--- config.mk ---
export PLATFORM = sky130hd
export DESIGN_NAME = data_mem_arbiter_flat
export DESIGN_NICKNAME = d
export VERILOG_FILES = /design/src/rtl/data_mem_arbiter_pkg.sv /design/src/rtl/data_mem_arbiter_if.sv /design/src/rtl/data_mem_arbiter_rr_arbiter2.sv /design/src/rtl/data_mem_arbiter.sv /design/src/flat_wrapper.sv
export SDC_FILE = /design/constraint.sdc
export NUM_CORES = 1
export LEC_CHECK = 0
export CAP_MARGIN = 5
export CORE_ASPECT_RATIO = 1.2
export CORE_MARGIN = 2
export CORE_UTILIZATION = 40
export CTS_CLUSTER_SIZE = 28
export DETAILED_ROUTE_END_ITERATION = 8
export MAX_ROUTING_LAYER = met4
export PLACE_DENSITY = 0.84
export SYNTH_ARGS = -nofsm -noshare
export SYNTH_HDL_FRONTEND = slang
export SYNTH_SLANG_ARGS = --single-unit
--- constraint.sdc ---
create_clock -name clk -period 2.7 [get_ports clk]
set_input_delay 0.54 -clock clk [delete_from_list [all_inputs] [get_ports clk]]
set_output_delay 0.54 -clock clk [all_outputs]
set_load 0.005 [all_outputs]
--- src/rtl/data_mem_arbiter_pkg.sv ---
// Shared constants and types for the data memory arbiter slice.
package data_mem_pkg;

   localparam int ADDR_W = 8;
   localparam int DATA_W = 16;
   localparam int DEPTH  = 64;

   localparam logic PORT_CPU = 1'b0;
   localparam logic PORT_DBG = 1'b1;

   typedef enum logic {
      IDLE   = 1'b0,
      ACCESS = 1'b1
   } state_t;

endpackage

--- src/rtl/data_mem_arbiter_if.sv ---
// Requester and memory-side signal bundle of the data memory arbiter.
interface data_mem_arbiter_if #(
   parameter int ADDR_W = data_mem_pkg::ADDR_W,
   parameter int DATA_W = data_mem_pkg::DATA_W
);
   logic              p0_req;
   logic              p0_we;
   logic [ADDR_W-1:0] p0_addr;
   logic [DATA_W-1:0] p0_wdata;
   logic              p0_gnt;
   logic              p0_done;
   logic [DATA_W-1:0] p0_rdata;
   logic              p0_err;

   logic              p1_req;
   logic              p1_we;
   logic [ADDR_W-1:0] p1_addr;
   logic [DATA_W-1:0] p1_wdata;
   logic              p1_gnt;
   logic              p1_done;
   logic [DATA_W-1:0] p1_rdata;
   logic              p1_err;

   logic              mem_we;
   logic              mem_re;
   logic [ADDR_W-1:0] mem_addr;
   logic [DATA_W-1:0] mem_wdata;
   logic [DATA_W-1:0] mem_rdata;
   logic              busy;

   modport slave (
      input  p0_req, p0_we, p0_addr, p0_wdata,
      input  p1_req, p1_we, p1_addr, p1_wdata,
      input  mem_rdata,
      output p0_gnt, p0_done, p0_rdata, p0_err,
      output p1_gnt, p1_done, p1_rdata, p1_err,
      output mem_we, mem_re, mem_addr, mem_wdata, busy
   );

   modport master (
      output p0_req, p0_we, p0_addr, p0_wdata,
      output p1_req, p1_we, p1_addr, p1_wdata,
      output mem_rdata,
      input  p0_gnt, p0_done, p0_rdata, p0_err,
      input  p1_gnt, p1_done, p1_rdata, p1_err,
      input  mem_we, mem_re, mem_addr, mem_wdata, busy
   );

endinterface

--- src/rtl/data_mem_arbiter_rr_arbiter2.sv ---
// Combinational two-way winner select: round-robin on ties, or port 0 priority.
module rr_arbiter2 #(
   parameter int FIXED_PRIO = 0
) (
   input  logic [1:0] req,
   input  logic       lastOwner,
   output logic       valid,
   output logic       winner
);
   import data_mem_pkg::*;

   always_comb begin
      valid  = |req;
      winner = PORT_CPU;
      if (req == 2'b10) begin
         winner = PORT_DBG;
      end else if (req == 2'b11 && FIXED_PRIO == 0) begin
         winner = ~lastOwner;
      end
   end

endmodule

--- src/rtl/data_mem_arbiter.sv ---
// Two-port arbiter and two-cycle access sequencer for the 64 x 16 data memory.
module data_mem_arbiter #(
   parameter int ADDR_W     = data_mem_pkg::ADDR_W,
   parameter int DATA_W     = data_mem_pkg::DATA_W,
   parameter int DEPTH      = data_mem_pkg::DEPTH,
   parameter int FIXED_PRIO = 0
) (
   input logic               clk,
   input logic               reset,
   data_mem_arbiter_if.slave bus
);
   import data_mem_pkg::*;

   // One extra bit so DEPTH = 2**ADDR_W still compares correctly.
   localparam logic [ADDR_W:0] DEPTH_L = (ADDR_W+1)'(DEPTH);

   state_t            state, nextState;
   logic              owner, lastOwner, errFlag, ownerWe;
   logic              grantValid, winner;
   logic [1:0]        req;
   logic              winWe, winErr;
   logic [ADDR_W-1:0] winAddr;
   logic [DATA_W-1:0] winWdata;

   assign req      = {bus.p1_req, bus.p0_req};
   assign bus.busy = (state == ACCESS);

   rr_arbiter2 #(.FIXED_PRIO(FIXED_PRIO)) uArb (
      .req       (req),
      .lastOwner (lastOwner),
      .valid     (grantValid),
      .winner    (winner)
   );

   always_comb begin
      winWe    = bus.p0_we;
      winAddr  = bus.p0_addr;
      winWdata = bus.p0_wdata;
      if (winner == PORT_DBG) begin
         winWe    = bus.p1_we;
         winAddr  = bus.p1_addr;
         winWdata = bus.p1_wdata;
      end
      winErr = ({1'b0, winAddr} >= DEPTH_L);

      nextState = state;
      case (state)
         IDLE:    if (grantValid) nextState = ACCESS;
         ACCESS:  nextState = IDLE;
         default: nextState = IDLE;
      endcase
   end

   always_ff @(posedge clk or posedge reset) begin
      if (reset) state <= IDLE;
      else       state <= nextState;
   end

   always_ff @(posedge clk or posedge reset) begin
      if (reset) begin
         bus.mem_we    <= 1'b0;
         bus.mem_re    <= 1'b0;
         bus.mem_addr  <= '0;
         bus.mem_wdata <= '0;
         bus.p0_gnt    <= 1'b0;
         bus.p1_gnt    <= 1'b0;
         bus.p0_done   <= 1'b0;
         bus.p1_done   <= 1'b0;
         bus.p0_err    <= 1'b0;
         bus.p1_err    <= 1'b0;
         bus.p0_rdata  <= '0;
         bus.p1_rdata  <= '0;
         owner         <= PORT_CPU;
         lastOwner     <= PORT_DBG;
         errFlag       <= 1'b0;
         ownerWe       <= 1'b0;
      end else begin
         bus.mem_we  <= 1'b0;
         bus.mem_re  <= 1'b0;
         bus.p0_gnt  <= 1'b0;
         bus.p1_gnt  <= 1'b0;
         bus.p0_done <= 1'b0;
         bus.p1_done <= 1'b0;
         bus.p0_err  <= 1'b0;
         bus.p1_err  <= 1'b0;

         if (state == IDLE && grantValid) begin
            bus.mem_addr  <= winAddr;
            bus.mem_wdata <= winWdata;
            bus.mem_we    <= winWe && !winErr;
            bus.mem_re    <= !winWe && !winErr;
            bus.p0_gnt    <= (winner == PORT_CPU);
            bus.p1_gnt    <= (winner == PORT_DBG);
            owner         <= winner;
            lastOwner     <= winner;
            errFlag       <= winErr;
            ownerWe       <= winWe;
         end

         // Completion: memory data was driven on the mid-ACCESS negedge.
         if (state == ACCESS) begin
            if (owner == PORT_CPU) begin
               bus.p0_done <= 1'b1;
               bus.p0_err  <= errFlag;
               if (!ownerWe) bus.p0_rdata <= errFlag ? '0 : bus.mem_rdata;
            end else begin
               bus.p1_done <= 1'b1;
               bus.p1_err  <= errFlag;
               if (!ownerWe) bus.p1_rdata <= errFlag ? '0 : bus.mem_rdata;
            end
         end
      end
   end

endmodule
--- src/flat_wrapper.sv ---
// flat-port wrapper written by rule: the top's interface ports become plain ports
module data_mem_arbiter_flat import data_mem_pkg::*;
#(
   parameter int ADDR_W     = data_mem_pkg::ADDR_W,
   parameter int DATA_W     = data_mem_pkg::DATA_W,
   parameter int DEPTH      = data_mem_pkg::DEPTH,
   parameter int FIXED_PRIO = 0
)
  (clk, reset, bus_p0_req, bus_p0_we, bus_p0_addr, bus_p0_wdata, bus_p1_req, bus_p1_we, bus_p1_addr, bus_p1_wdata, bus_mem_rdata, bus_p0_gnt, bus_p0_done, bus_p0_rdata, bus_p0_err, bus_p1_gnt, bus_p1_done, bus_p1_rdata, bus_p1_err, bus_mem_we, bus_mem_re, bus_mem_addr, bus_mem_wdata, bus_busy);
  data_mem_arbiter_if #(.ADDR_W(ADDR_W), .DATA_W(DATA_W)) bus_i ();
  input logic clk;
  input logic reset;
  input wire logic [$bits(bus_i.p0_req)-1:0] bus_p0_req;
  input wire logic [$bits(bus_i.p0_we)-1:0] bus_p0_we;
  input wire logic [$bits(bus_i.p0_addr)-1:0] bus_p0_addr;
  input wire logic [$bits(bus_i.p0_wdata)-1:0] bus_p0_wdata;
  input wire logic [$bits(bus_i.p1_req)-1:0] bus_p1_req;
  input wire logic [$bits(bus_i.p1_we)-1:0] bus_p1_we;
  input wire logic [$bits(bus_i.p1_addr)-1:0] bus_p1_addr;
  input wire logic [$bits(bus_i.p1_wdata)-1:0] bus_p1_wdata;
  input wire logic [$bits(bus_i.mem_rdata)-1:0] bus_mem_rdata;
  output wire logic [$bits(bus_i.p0_gnt)-1:0] bus_p0_gnt;
  output wire logic [$bits(bus_i.p0_done)-1:0] bus_p0_done;
  output wire logic [$bits(bus_i.p0_rdata)-1:0] bus_p0_rdata;
  output wire logic [$bits(bus_i.p0_err)-1:0] bus_p0_err;
  output wire logic [$bits(bus_i.p1_gnt)-1:0] bus_p1_gnt;
  output wire logic [$bits(bus_i.p1_done)-1:0] bus_p1_done;
  output wire logic [$bits(bus_i.p1_rdata)-1:0] bus_p1_rdata;
  output wire logic [$bits(bus_i.p1_err)-1:0] bus_p1_err;
  output wire logic [$bits(bus_i.mem_we)-1:0] bus_mem_we;
  output wire logic [$bits(bus_i.mem_re)-1:0] bus_mem_re;
  output wire logic [$bits(bus_i.mem_addr)-1:0] bus_mem_addr;
  output wire logic [$bits(bus_i.mem_wdata)-1:0] bus_mem_wdata;
  output wire logic [$bits(bus_i.busy)-1:0] bus_busy;
  assign bus_i.p0_req = bus_p0_req;
  assign bus_i.p0_we = bus_p0_we;
  assign bus_i.p0_addr = bus_p0_addr;
  assign bus_i.p0_wdata = bus_p0_wdata;
  assign bus_i.p1_req = bus_p1_req;
  assign bus_i.p1_we = bus_p1_we;
  assign bus_i.p1_addr = bus_p1_addr;
  assign bus_i.p1_wdata = bus_p1_wdata;
  assign bus_i.mem_rdata = bus_mem_rdata;
  assign bus_p0_gnt = bus_i.p0_gnt;
  assign bus_p0_done = bus_i.p0_done;
  assign bus_p0_rdata = bus_i.p0_rdata;
  assign bus_p0_err = bus_i.p0_err;
  assign bus_p1_gnt = bus_i.p1_gnt;
  assign bus_p1_done = bus_i.p1_done;
  assign bus_p1_rdata = bus_i.p1_rdata;
  assign bus_p1_err = bus_i.p1_err;
  assign bus_mem_we = bus_i.mem_we;
  assign bus_mem_re = bus_i.mem_re;
  assign bus_mem_addr = bus_i.mem_addr;
  assign bus_mem_wdata = bus_i.mem_wdata;
  assign bus_busy = bus_i.busy;
  data_mem_arbiter #(.ADDR_W(ADDR_W), .DATA_W(DATA_W), .DEPTH(DEPTH), .FIXED_PRIO(FIXED_PRIO)) u_core (.clk(clk), .reset(reset), .bus(bus_i));
endmodule
# Yosys cells after proc, flatten, opt, wreduce, memory -nomap -nowiden
# Cells that the tools add are included.
classes:
  order_cmp: 1
  n_eq_ne: 2
  mux: 20
  n_bitwise: 5
  reduce_logical: 8
op_table:
  columns: ["operator", "count"]
  rows:
  - ["16-bit 2-to-1 mux", 2]
  - ["1-bit 2-to-1 mux", 16]
  - ["8-bit by 7-bit >= comparator with 1-bit output (second input constant)", 1]
  - ["8-bit 2-to-1 mux", 1]
  - ["3-bit AND reduction", 2]
  - ["1-bit NOT", 5]
  - ["2-bit == test (second input constant)", 2]
  - ["1-bit logical AND", 3]
  - ["1-bit zero test", 2]
  - ["1-bit one-hot mux with 2 select lines", 1]
  - ["2-bit OR reduction", 1]
word_totals:
  reg_bits: 69
  output_inout_bits: 65
  elab_cells: 53

# Longest topological paths before layout
logic_depth:
  ltp_word: 8
  depth_mapped: 5
  ltp_nobuf: 3

# Cells and area by module
# From an unflattened synthesis, not the netlist that was laid out.
unflattened:
  hier_cells: 271
  hier_area_um2: 2897.8
modules_own_cells:
  columns: ["module", "n_inst", "cells_per_inst", "area_each_um2"]
  rows:
  - ["data_mem_arbiter", 1, 269, 2884.0]
  - ["rr_arbiter2", 1, 2, 13.8]

# Worst setup path before layout
# OpenSTA, ideal clock, no wires.
synth_timing:
  path_type: "input port to flip-flop"
  startpoint: "in bus_p1_req"
  endpoint: "reg u_core.bus.mem_wdata[0]"
  t_arrival_ps: 1389
  setup_slack_ps: 1185
  path_stages: 5
  path_buffers: 2
  cell_sequence: "a21boi_2 nor2b_4 buf_6 buf_6 a221o_1"
synth_between:
  elab_chain_cells: 4
  word_cells_on_any_way: 7
  classes_between: "eq/ne: 2; mux: 3; reduce/logical: 2"
synth_lines:
  columns: ["item", "line", "source"]
  rows:
  - ["start, declared", "flat_wrapper.sv:17", "input wire logic [$bits(bus_i.p1_req)-1:0] bus_p1_req;"]
  - ["2-bit == test", "data_mem_arbiter_rr_arbiter2.sv:17", "end else if (req == 2'b11 && FIXED_PRIO == 0) begin"]
  - ["1-bit 2-to-1 mux", "data_mem_arbiter_rr_arbiter2.sv:17", null]
  - ["1-bit 2-to-1 mux", "data_mem_arbiter_rr_arbiter2.sv:15", "if (req == 2'b10) begin"]
  - ["16-bit 2-to-1 mux", "data_mem_arbiter.sv:39", "if (winner == PORT_DBG) begin"]
  - ["end signal, assigned", "data_mem_arbiter.sv:89", "bus.mem_wdata <= winWdata;"]
  - ["end, declared", "data_mem_arbiter_if.sv:37", "output mem_we, mem_re, mem_addr, mem_wdata, busy"]
# Parallel ways exist; a longest one is shown, timed or not.
# A chain may end at the register's enable or synchronous reset.

# Worst setup path after layout
layout_timing:
  startpoint: "reg u_core.state (netlist: u_core.bus.busy)"
  endpoint: "out bus_busy"
layout_lines:
  columns: ["item", "line", "source"]
  rows:
  - ["start, declared", "data_mem_arbiter.sv:17", "state_t state, nextState;"]
  - ["start signal, assigned", "data_mem_arbiter.sv:56", "else state <= nextState;"]
  - ["end, declared", "flat_wrapper.sv:34", "output wire logic [$bits(bus_i.busy)-1:0] bus_busy;"]
# No word-level cell between the ends.

==> impl_metrics.toml <==
[floorplanning]
design.portCount = 135
core.rowCount = 33
start_util_pct = 40.9
die_x_um = 80.0
die_y_um = 95.2
core_mm2 = 0.00677
die_ar_mm2 = 0.00761

[yosys]
synthesis.yosys.warnings = 0
flop_and_latch_count_out_of_synthesis = 69
synthesis.nets = 307
synthCells = 237
synthArstFlopShare_pct = 100
post-synth-top-count-cell = "sky130_fd_sc_hd__dfrtp_1"
netlist-cell-type-count = 31
synth.cell_area_mm2 = 0.00277
synth_top_area_cell = "sky130_fd_sc_hd__dfrtp_1"
synth_sequential_area_ratio_pct = 62.3
synthesis.area_per_instance_um2 = 11.7
synth_top_area_share_pct = 61.4
synthTopCellsByArea = "sky130_fd_sc_hd__dfrtp_1 61%, sky130_fd_sc_hd__a221o_1 7.9%, sky130_fd_sc_hd__o21ai_0 5.8%"
synth.cells.most_frequent = "68 x sky130_fd_sc_hd__dfrtp_1, 33 x sky130_fd_sc_hd__nand2_1, 32 x sky130_fd_sc_hd__o21ai_0, 24 x sky130_fd_sc_hd__and2_1, 22 x sky130_fd_sc_hd__a221o_1"
synth_enable_flop_cells = 0
dominantRegCellSynth = "sky130_fd_sc_hd__dfrtp_1"

[cts]
cts_buffers = 9
tritoncts = "done"
cts_max_level = 3
clkSinkCount = 69
cts-root-to-sink-buffers = 2
post_cts_buffers = 0
post_cts_hold_buffer_count = 0
cts_repair_resized_insts = 0
worst_skew_pair.late_latency_ns = 0.33
clk_transition_reported_paths_ns = 0.07
clock_tree.root_cell = "sky130_fd_sc_hd__clkbuf_8"

[timing]
period_minus_slack_ns = 2.01
hold_viol = 0
worst_setup_skew_after_layout_ns = 0.00626
timing.final.setup_violations = 0
grt_setup_unrepaired = "false"
tightestPinTransition_ns = 0.961
timing.final.crit_share_pct = 74.3
final.setup.tns_ns = 0
finalWorstSetupSlack_ns = 0.693
fmax_mhz = 498
report.final.slew_viol_count = 0
maxSlewHeadroom_pct = 35.9

[drt]
average_wire_per_standard_cell_um = 14.8
detail_route.iter0.violations = 71
drc_errors = 0
detailedRoute.firstPassIterationCount = 4
detail_route.vias_per_cell = 4.98
via_count = 2288
drt.antenna.violating_nets = 0
drt-total-wl_um = 6790

[placed_design]
place_worst_setup_slack_ns = 0.443
place.gp.congestion = 0.822
numPortBuffers = 134
dpl.hpwl_um = 5030
placed_inst_area_mm2 = 0.00415

[finish]
nNetsFinal = 437
final_util_pct = 64.8
n_antenna_cell = 0
layout_cells_sized_above_1_pct = 6.72
nFillCells = 561
finish.instance_area_mm2 = 0.00439
synthToLayoutAreaGrowth_pct = 58.3

[setup_path]
worst_setup_path_start_kind = "flop"
timing_worst_setup_path_type = "reg -> out"
timing.critical_path.to_type = "output port"
timing.critical_path.required_ns = 2.16
crit_path_top_delay_cell = "sky130_fd_sc_hd__clkdlybuf4s50_1"
cp_cell_sequence = "clkdlybuf4s50_1"
slowest_delay_ns = 0.58
timing.critical_path.fanout_max = 11
ff2ff_setup_slack_ns = 0.87
data_arrival_time_of_the_critical_path_ns = 1.47
cp_num_buf_inv = 1
critPathTopFamily = "buffers and inverters"

[global_routing]
gr_ovfl_total = 0
first_global_vias = 2265
first_pass_grt_wire_length_um = 10800
grt_util_all_layers_pct = 18.9
initial_antenna_violation_count = 0
largest_net_degree_at_the_start_of_global_routing = 37

[min_path]
timing.hold.worst.class = "reg -> reg"

[power]
leakage_nw = 1.85
ir_drop_mv = 0.352
power.total_w = 0.00336
total_power_density_per_cell_area_mw_per_mm2 = 766

[job]
total_of_max_cap_violations = 0

[outcome]
result_of_the_run = "finished, final reports clean"
==> area by class of cell <==
type                    count  area [µm²]  area share (%)
clock buffers              11         151            3.45
clock inverters             5        82.6            1.88
inverters                   2        7.51           0.171
multi-input cells         149         940            21.4
flip-flops and latches     69        1730            39.4
well taps                  87         109            2.48
repair buffers            136        1370            31.2
==> logic make-up after synthesis <==
kind of cell	synth area share, %
buf+inv	3.75
compound gates	16.4
flops	62.3
simple gates	16.3
mux	1.17
==> path summary, 6_finish.rpt <==
| kind | from | depth (start not counted) | to |
|---|---|---|---|
| max in group asynchronous | reset | 3 | u_core.bus.p1_rdata[3]$_DFFE_PP0P_ |
| max | u_core.bus.busy$_DFF_PP0_ | 1 | bus_busy |
| min reg2reg | u_core.bus.p0_rdata[8]$_DFFE_PP0P_ | 2 | u_core.bus.p0_rdata[8]$_DFFE_PP0P_ |
| min in group asynchronous | reset | 2 | u_core.bus.p1_rdata[0]$_DFFE_PP0P_ |
| max reg2reg | u_core.bus.busy$_DFF_PP0_ | 3 | u_core.bus.p0_rdata[15]$_DFFE_PP0P_ |
| min | u_core.bus.p0_rdata[8]$_DFFE_PP0P_ | 2 | u_core.bus.p0_rdata[8]$_DFFE_PP0P_ |
==> tightest hold or removal path: cells and delay by family (launching register included) <==
family,cells,cell delay [ns]
and+or+nand+nor,1,0.04
AOI/OAI and AO/OA,1,0.06
DFF,1,0.34
==> stage by stage <==
stage                     hold slack, ns  std cells
final                              0.483        459
after global routing               0.516        459
after CTS                          0.486        459
after detailed placement           0.470        443
after global placement             0.462        443
after floorplan                    0.458        237
==> placed cells by master, fill, tap and decap left out, drive strengths merged, types with 3 or more instances in the layout <==
master	synthesis	routed
nand2b	17	17
clkinvlp	0	3
dfrtp	68	68
nand2	33	33
clkdlybuf4s50	0	134
o21ai	33	33
clkbuf	7	11
a221o	22	22
and2	24	24
==> sequential cells by signal, summed over array words and instances (netlist names), 8 cells and up <==
signal and flops:
u_core.bus.mem_wdata 16, u_core.bus.p1_rdata 16, u_core.bus.p0_rdata 16, u_core.bus.mem_addr 8
==> report_power, final <==
part	internal [W]	total, W	switching [W]
Sequential	0.00128	0.00143	0.000154
Clock	0.000570	0.000938	0.000368
Combinational	0.000645	0.000986	0.000341
==> per-layer routing <==
metal  vias up  GRT usage (%)  wire, µm
met3         5           5.30       578
li1       1083              -         -
met2       117           30.8      3300
met4         0           4.66        49
met5         -              -         0
met1      1083           23.6      2860
Power figures use the tool's default switching activity.
